### config.mk
export PLATFORM = sky130hd
export DESIGN_NAME = udma_tx_l2_rd_arbiter_flat
export DESIGN_NICKNAME = d
export VERILOG_FILES = /design/src/rtl/udma_tx_l2_rd_arbiter_if.sv /design/src/rtl/udma_tx_l2_rd_arbiter.sv /design/src/flat_wrapper.sv
export SDC_FILE = /design/constraint.sdc
export NUM_CORES = 1
export LEC_CHECK = 0
export BUFFER_PORTS_ARGS = -buffer_cell sky130_fd_sc_hd__buf_2
export CORE_AREA = 2 2 93 95
export CTS_BUF_LIST = sky130_fd_sc_hd__clkbuf_8
export DETAILED_ROUTE_END_ITERATION = 8
export DIE_AREA = 0 0 95 97
export GPL_TIMING_DRIVEN = 0
export PLACE_DENSITY_LB_ADDON = 0.25
export SETUP_SLACK_MARGIN = 0.1
export SYNTH_ARGS = -nofsm -noshare
export SYNTH_HDL_FRONTEND = slang
export SYNTH_SLANG_ARGS = --single-unit
### constraint.sdc
create_clock -name clk_i -period 4.8 [get_ports clk_i]
set_clock_uncertainty 0.2 [all_clocks]
set_input_delay 1.2 -clock clk_i [delete_from_list [all_inputs] [get_ports clk_i]]
set_output_delay 1.2 -clock clk_i [all_outputs]
set_load 0.02 [all_outputs]
### src/rtl/udma_tx_l2_rd_arbiter_if.sv
// uDMA Tx L2 read arbiter bundle: channel-side request/return
// signals and the L2 master read port.
interface udma_tx_l2_rd_arbiter_if #(
    parameter int N_CH = 4,
    parameter int AW   = 32,
    parameter int DW   = 32
);
    logic [N_CH-1:0]    ch_req_i;
    logic [N_CH*AW-1:0] ch_addr_i;
    logic [N_CH-1:0]    ch_gnt_o;
    logic [N_CH-1:0]    ch_rvalid_o;
    logic [DW-1:0]      ch_rdata_o;
    logic               l2_req_o;
    logic [AW-1:0]      l2_addr_o;
    logic               l2_gnt_i;
    logic               l2_rvalid_i;
    logic [DW-1:0]      l2_rdata_i;
    logic               busy_o;
    logic               err_o;

    // Arbiter side
    modport master (
        input  ch_req_i,
        input  ch_addr_i,
        output ch_gnt_o,
        output ch_rvalid_o,
        output ch_rdata_o,
        output l2_req_o,
        output l2_addr_o,
        input  l2_gnt_i,
        input  l2_rvalid_i,
        input  l2_rdata_i,
        output busy_o,
        output err_o
    );

    // Channels + L2 side
    modport slave (
        output ch_req_i,
        output ch_addr_i,
        input  ch_gnt_o,
        input  ch_rvalid_o,
        input  ch_rdata_o,
        input  l2_req_o,
        input  l2_addr_o,
        output l2_gnt_i,
        output l2_rvalid_i,
        output l2_rdata_i,
        input  busy_o,
        input  err_o
    );
endinterface

### src/rtl/udma_tx_l2_rd_arbiter.sv
// uDMA Tx L2 read arbiter: round-robin over N_CH channels, in-order
// ID FIFO routes read data back. Option: UDMA_TX_L2_ARB_PRIO0_EN.
module udma_tx_l2_rd_arbiter #(
    parameter int N_CH   = 4,
    parameter int AW     = 32,
    parameter int DW     = 32,
    parameter int OUTSTD = 4
) (
    input logic clk_i,
    input logic rst_i,
    udma_tx_l2_rd_arbiter_if.master bus
);

    localparam int IW = $clog2(N_CH);
    localparam int KW = IW + 1;
    localparam int PW = $clog2(OUTSTD);
    localparam int CW = PW + 1;

    typedef enum logic {
        S_IDLE,
        S_REQ
    } state_t;

    state_t          r_state;
    state_t          w_state_nxt;
    logic [IW-1:0]   r_id;
    logic [IW-1:0]   w_id_nxt;
    logic [IW-1:0]   r_rr;
    logic [IW-1:0]   w_rr_nxt;
    logic [AW-1:0]   r_addr;
    logic [AW-1:0]   w_addr_nxt;

    logic [N_CH-1:0] w_req_m;
    logic [KW-1:0]   w_k;
    logic            w_found;
    logic [IW-1:0]   w_win;
    logic [AW-1:0]   w_win_addr;

    logic [IW-1:0]   r_fifo [OUTSTD];
    logic [PW-1:0]   r_wr;
    logic [PW-1:0]   r_rd;
    logic [CW-1:0]   r_cnt;
    logic            r_err;
    logic            w_full;
    logic            w_empty;
    logic            w_push;
    logic            w_pop;
    logic [IW-1:0]   w_head;

    logic [N_CH-1:0] w_gnt;
    logic [N_CH-1:0] w_rvalid;

    assign w_full  = (r_cnt == CW'(OUTSTD));
    assign w_empty = (r_cnt == '0);
    assign w_head  = r_fifo[r_rd];
    assign w_pop   = bus.l2_rvalid_i & ~w_empty;

    // Winner search: first requester at or after the rr pointer
    always_comb begin
        w_found = 1'b0;
        w_win   = '0;
        w_k     = '0;
        w_req_m = bus.ch_req_i;
`ifdef UDMA_TX_L2_ARB_PRIO0_EN
        w_req_m[0] = 1'b0;
`endif
        for (int i = 0; i < N_CH; i++) begin
            w_k = {1'b0, r_rr} + KW'(i);
            if (w_k >= KW'(N_CH)) begin
                w_k = w_k - KW'(N_CH);
            end
            if (!w_found && w_req_m[w_k[IW-1:0]]) begin
                w_found = 1'b1;
                w_win   = w_k[IW-1:0];
            end
        end
`ifdef UDMA_TX_L2_ARB_PRIO0_EN
        if (bus.ch_req_i[0]) begin
            w_found = 1'b1;
            w_win   = '0;
        end
`endif
    end

    // Address mux for the winning channel
    always_comb begin
        w_win_addr = '0;
        for (int c = 0; c < N_CH; c++) begin
            if (IW'(c) == w_win) begin
                w_win_addr = bus.ch_addr_i[c*AW +: AW];
            end
        end
    end

    // FSM next state, latch and rr update
    always_comb begin
        w_state_nxt = r_state;
        w_id_nxt    = r_id;
        w_addr_nxt  = r_addr;
        w_rr_nxt    = r_rr;
        w_push      = 1'b0;
        unique case (r_state)
            S_IDLE: begin
                if (w_found && !w_full) begin
                    w_state_nxt = S_REQ;
                    w_id_nxt    = w_win;
                    w_addr_nxt  = w_win_addr;
                end
            end
            S_REQ: begin
                if (bus.l2_gnt_i) begin
                    w_push      = 1'b1;
                    w_state_nxt = S_IDLE;
                    if (r_id == IW'(N_CH - 1)) begin
                        w_rr_nxt = '0;
                    end else begin
                        w_rr_nxt = r_id + IW'(1);
                    end
`ifdef UDMA_TX_L2_ARB_PRIO0_EN
                    // Strict-priority channel 0 leaves the rr order alone
                    if (r_id == '0) begin
                        w_rr_nxt = r_rr;
                    end
`endif
                end
            end
            default: w_state_nxt = S_IDLE;
        endcase
    end

    // FSM and request latch registers
    always_ff @(posedge clk_i) begin
        if (rst_i) begin
            r_state <= S_IDLE;
            r_id    <= '0;
            r_rr    <= '0;
            r_addr  <= '0;
        end else begin
            r_state <= w_state_nxt;
            r_id    <= w_id_nxt;
            r_rr    <= w_rr_nxt;
            r_addr  <= w_addr_nxt;
        end
    end

    // ID FIFO storage; contents are don't-care while empty
    always_ff @(posedge clk_i) begin
        if (w_push) begin
            r_fifo[r_wr] <= r_id;
        end
    end

    // ID FIFO pointers, occupancy and sticky error
    always_ff @(posedge clk_i) begin
        if (rst_i) begin
            r_wr  <= '0;
            r_rd  <= '0;
            r_cnt <= '0;
            r_err <= 1'b0;
        end else begin
            if (w_push) begin
                r_wr <= r_wr + PW'(1);
            end
            if (w_pop) begin
                r_rd <= r_rd + PW'(1);
            end
            unique case ({w_push, w_pop})
                2'b10:   r_cnt <= r_cnt + CW'(1);
                2'b01:   r_cnt <= r_cnt - CW'(1);
                default: r_cnt <= r_cnt;
            endcase
            if (bus.l2_rvalid_i && w_empty) begin
                r_err <= 1'b1;
            end
        end
    end

    // One-hot grant and return-valid decode
    always_comb begin
        w_gnt          = '0;
        w_rvalid       = '0;
        w_gnt[r_id]    = w_push;
        w_rvalid[w_head] = w_pop;
    end

    assign bus.ch_gnt_o    = w_gnt;
    assign bus.ch_rvalid_o = w_rvalid;
    assign bus.ch_rdata_o  = bus.l2_rdata_i;
    assign bus.l2_req_o    = (r_state == S_REQ);
    assign bus.l2_addr_o   = (r_state == S_REQ) ? r_addr : '0;
    assign bus.busy_o      = (r_state == S_REQ) | ~w_empty;
    assign bus.err_o       = r_err;

endmodule

### src/flat_wrapper.sv
// flat-port wrapper written by rule: the top's interface ports become plain ports
module udma_tx_l2_rd_arbiter_flat 
#(
    parameter int N_CH   = 4,
    parameter int AW     = 32,
    parameter int DW     = 32,
    parameter int OUTSTD = 4
)
  (clk_i, rst_i, bus_ch_req_i, bus_ch_addr_i, bus_ch_gnt_o, bus_ch_rvalid_o, bus_ch_rdata_o, bus_l2_req_o, bus_l2_addr_o, bus_l2_gnt_i, bus_l2_rvalid_i, bus_l2_rdata_i, bus_busy_o, bus_err_o);
  udma_tx_l2_rd_arbiter_if #(.N_CH(N_CH), .AW(AW), .DW(DW)) bus_i ();
  input logic clk_i;
  input logic rst_i;
  input wire logic [$bits(bus_i.ch_req_i)-1:0] bus_ch_req_i;
  input wire logic [$bits(bus_i.ch_addr_i)-1:0] bus_ch_addr_i;
  output wire logic [$bits(bus_i.ch_gnt_o)-1:0] bus_ch_gnt_o;
  output wire logic [$bits(bus_i.ch_rvalid_o)-1:0] bus_ch_rvalid_o;
  output wire logic [$bits(bus_i.ch_rdata_o)-1:0] bus_ch_rdata_o;
  output wire logic [$bits(bus_i.l2_req_o)-1:0] bus_l2_req_o;
  output wire logic [$bits(bus_i.l2_addr_o)-1:0] bus_l2_addr_o;
  input wire logic [$bits(bus_i.l2_gnt_i)-1:0] bus_l2_gnt_i;
  input wire logic [$bits(bus_i.l2_rvalid_i)-1:0] bus_l2_rvalid_i;
  input wire logic [$bits(bus_i.l2_rdata_i)-1:0] bus_l2_rdata_i;
  output wire logic [$bits(bus_i.busy_o)-1:0] bus_busy_o;
  output wire logic [$bits(bus_i.err_o)-1:0] bus_err_o;
  assign bus_i.ch_req_i = bus_ch_req_i;
  assign bus_i.ch_addr_i = bus_ch_addr_i;
  assign bus_ch_gnt_o = bus_i.ch_gnt_o;
  assign bus_ch_rvalid_o = bus_i.ch_rvalid_o;
  assign bus_ch_rdata_o = bus_i.ch_rdata_o;
  assign bus_l2_req_o = bus_i.l2_req_o;
  assign bus_l2_addr_o = bus_i.l2_addr_o;
  assign bus_i.l2_gnt_i = bus_l2_gnt_i;
  assign bus_i.l2_rvalid_i = bus_l2_rvalid_i;
  assign bus_i.l2_rdata_i = bus_l2_rdata_i;
  assign bus_busy_o = bus_i.busy_o;
  assign bus_err_o = bus_i.err_o;
  udma_tx_l2_rd_arbiter #(.N_CH(N_CH), .AW(AW), .DW(DW), .OUTSTD(OUTSTD)) u_core (.clk_i(clk_i), .rst_i(rst_i), .bus(bus_i));
endmodule
==> metrics.txt <==
global-route wire length before repair approximately 18000 um; Vias/cell approximately 5.2; P&R area growth vs syn 36.0%; antenna violations before repair 0; outcome finished clean; nets 838; Seq/Total Area, Yosys between 30% and 40%; die area between 9000 and 10000 um2; dpl hpwl 9080 um; post-synthesis net count slightly above 600; CTS tree done; worst hold margin approximately 0.25 ns; Iter 0 DRT Violations 145; antenna diode count 0; drc violations 0; clock sink count 55; Setup Viol. Count Final 0; Setup Buffers After CTS 0; Max-Cap Viols 0; post-route ant nets 0; uppermost routed layer met4; vias in the first global route about 4000; RSZ-0062 raised after global routing false; clk_lat worst skew around 0.31 ns; CP cell instances buf_2, clkbuf_1, and3_1, buf_2; max_slew headroom roughly 67%; drt first pass iters 5; Least-Margin Pin Slew between 0.4 and 0.5 ns; worst r2r path cells 8; number of synthesized flops with an enable pin 8; Period Utilization, post-route 69.6%; clock transition at the registers of the reported paths approximately 0.1 ns; WP buf/inv 3; Netlist Area Pre-Place ~3600 um2; Pwr Density 331 nW/um2; Arrival @ worst endpoint 1.94 ns; complex-gate fraction of the synthesized area around 27%; routed len/inst between 10 and 15 um; Synth Area in Adders around 3.7%; Syn Inst Count 443; post-synthesis cell type count just over 40; Synth Register Bits 55; Synth Area in Simple Gates 20.3%; Max Root-Sink Buffers 2; Avg Cell Area, Syn about 8.1 um2; Total Power about 1.6 mW; top cell family by delay on the critical path buffers and inverters; number of hold buffers added after CTS 0; root buffer cell clkbuf_8; FF-to-FF End u_core.r_cnt[2]$_SDFFE_PP0P_; Critical Path Max Stage Delay ~0.27 ns; met3 wire length approximately 750 um; CTS Buf Count 5; via count about 4000; I/O pins between 200 and 250; post-CTS sizing 0; share of cells above drive strength 1 roughly 43%; htree depth 2; Leak 2.47 nW; fin. max-slew vios 0; Die Ht 97 um; Min-Delay Path Depth 2; Hold EP u_core.r_addr[21]$_SDFFE_PP0P_; Critical Path RT ~3.4 ns; last weighted congestion value of the routability-driven placer 0.877; Post-synth ARST share 0%; Fin. Hold Viols 0; Post-Synth XOR/XNOR Area under 10%; flop2flop setup slack 2.43 ns; combinational family with the most area after synthesis compound AO/OA/AOI/OAI gates; critical path class input port to primary output; Die X 95 um; CP dominant cell by count buf_2; starting density of the core between 40% and 50%; Std-Cell Rows 33; Worst Hold Class flip-flop to flip-flop; hold_sp u_core.r_addr[21]$_SDFFE_PP0P_; core area ~8100 um2; reg2reg start u_core.bus.l2_req_o$_SDFF_PP0_; largest net degree at the start of global routing 17; Worst VDD drop around 0.18 mV; number of port buffers 210; type of origin of the critical path input port; DRT Wirelength 11500 um; Period minus WS final roughly 3.3 ns; post-synthesis mux area share roughly 1.8%; Syn. warnings 0; CP max-delay cell clkbuf_1; Peak Freq between 200 and 300 MHz; GRT overflow 0; met2 WL post-DR 6030 um; setup TNS 0 ns; metal1 wirelength 4550 um; Main synth FF type dfxtp_1; worst-path fanout max 10; Critical Path Sink Type primary output; Worst Setup SP bus_l2_gnt_i; GRT Overall Usage 24.2%
==> per-stage QoR <==
stage / cells / util (%) / cell area, um2 / setup slack (ns)
3_3_place_gp: 758 / 58.5 / 4760 / 1.46
6_report: 766 / 59.8 / 4870 / 1.46
2_1_floorplan: 443 / - / 3580 / 1.60
5_1_grt: 766 / 59.8 / 4870 / 1.29
3_5_place_dp: 758 / 58.5 / 4760 / 1.44
4_1_cts: 766 / 59.8 / 4870 / 1.44
==> synthesized netlist by cell type (2+ instances only) <==
cell type	n	area [um2]
a21oi_1	72	360
nand2_1	70	263
dfxtp_1	47	941
buf_4	35	263
o221ai_1	33	289
and2_1	32	200
a21o_1	31	233
buf_2	17	85.1
nor2_1	12	45.0
inv_1	10	37.5
and3_1	9	56.3
clkbuf_1	9	33.8
ha_1	9	113
edfxtp_1	8	240
nand2b_1	7	43.8
o21ai_1	4	20.0
buf_6	3	33.8
nor3_1	3	15.0
xor2_1	3	26.3
buf_1	2	7.51
mux2i_1	2	20.0
mux4_2	2	45.0
nand3_1	2	10.0
nor4_2	2	25.0
o21ai_0	2	10.0
xnor2_1	2	17.5
==> placed cells by master, fill, tap and decap left out, types with 12 or more instances in the layout <==
cell and count:
o221ai_1 33, a21oi_1 72, buf_2 227, dfxtp_1 47, inv_1 12, a21o_1 31, nor2_1 12, buf_4 35
and2_1 32, nand2_1 70
==> metal layers <==
metal / vias up / track usage [%]
met2: 166 / 44.6
met5: - / 0
li1: 1954 / -
met4: 0 / 6.69
met3: 12 / 3.82
met1: 1814 / 28.4
==> power breakdown <==
group / switching (mW) / internal (mW)
Clock: 0.152 / 0.152
Combinational: 0.400 / 0.312
Sequential: 0.0465 / 0.546
==> logic make-up after synthesis <==
kind of cell | Yosys count
xor+xnor | 5
compound gates | 147
buf+inv | 77
simple gates | 145
fa+ha+maj | 10
mux | 4
flops | 55
==> registers in the layout (all words and copies together) (netlist names), named ones only <==
signal	flops
u_core.r_addr	32
u_core.r_id	2
u_core.bus.err_o	1
u_core.r_fifo	8
u_core.bus.l2_req_o	1
u_core.r_cnt	3
u_core.r_wr	2
u_core.r_rd	2
u_core.r_rr	2
==> cell type report <==
type	count	area, um2
clock buffer	5	68.8
sequential	55	1180
fill	748	3270
tap	105	131
clock inverter	3	37.5
timing repair buffer	210	1050
buffer	66	423
inverter	11	41.3
multi-input combinational	311	1930
==> worst max-delay path by stage <==
| stage | to | slack (ns) | cells after the start |
|---|---|---|---|
| CTS | bus_ch_gnt_o[3] | 1.44 | 4 |
| detailed placement | bus_ch_gnt_o[3] | 1.44 | 4 |
| global placement | bus_ch_gnt_o[3] | 1.46 | 4 |
| floorplan | bus_ch_rvalid_o[2] | 1.60 | 2 |
| finish | bus_ch_gnt_o[3] | 1.46 | 4 |
| global route | bus_l2_addr_o[3] | 1.29 | 4 |
==> worst min-delay path: stages, from the launching register on <==
cell and delay [ns]:
dfxtp_1 0.32, nand2_1 0.05, a21oi_1 0.05
Note: power is estimated with default switching activity, not from simulation.
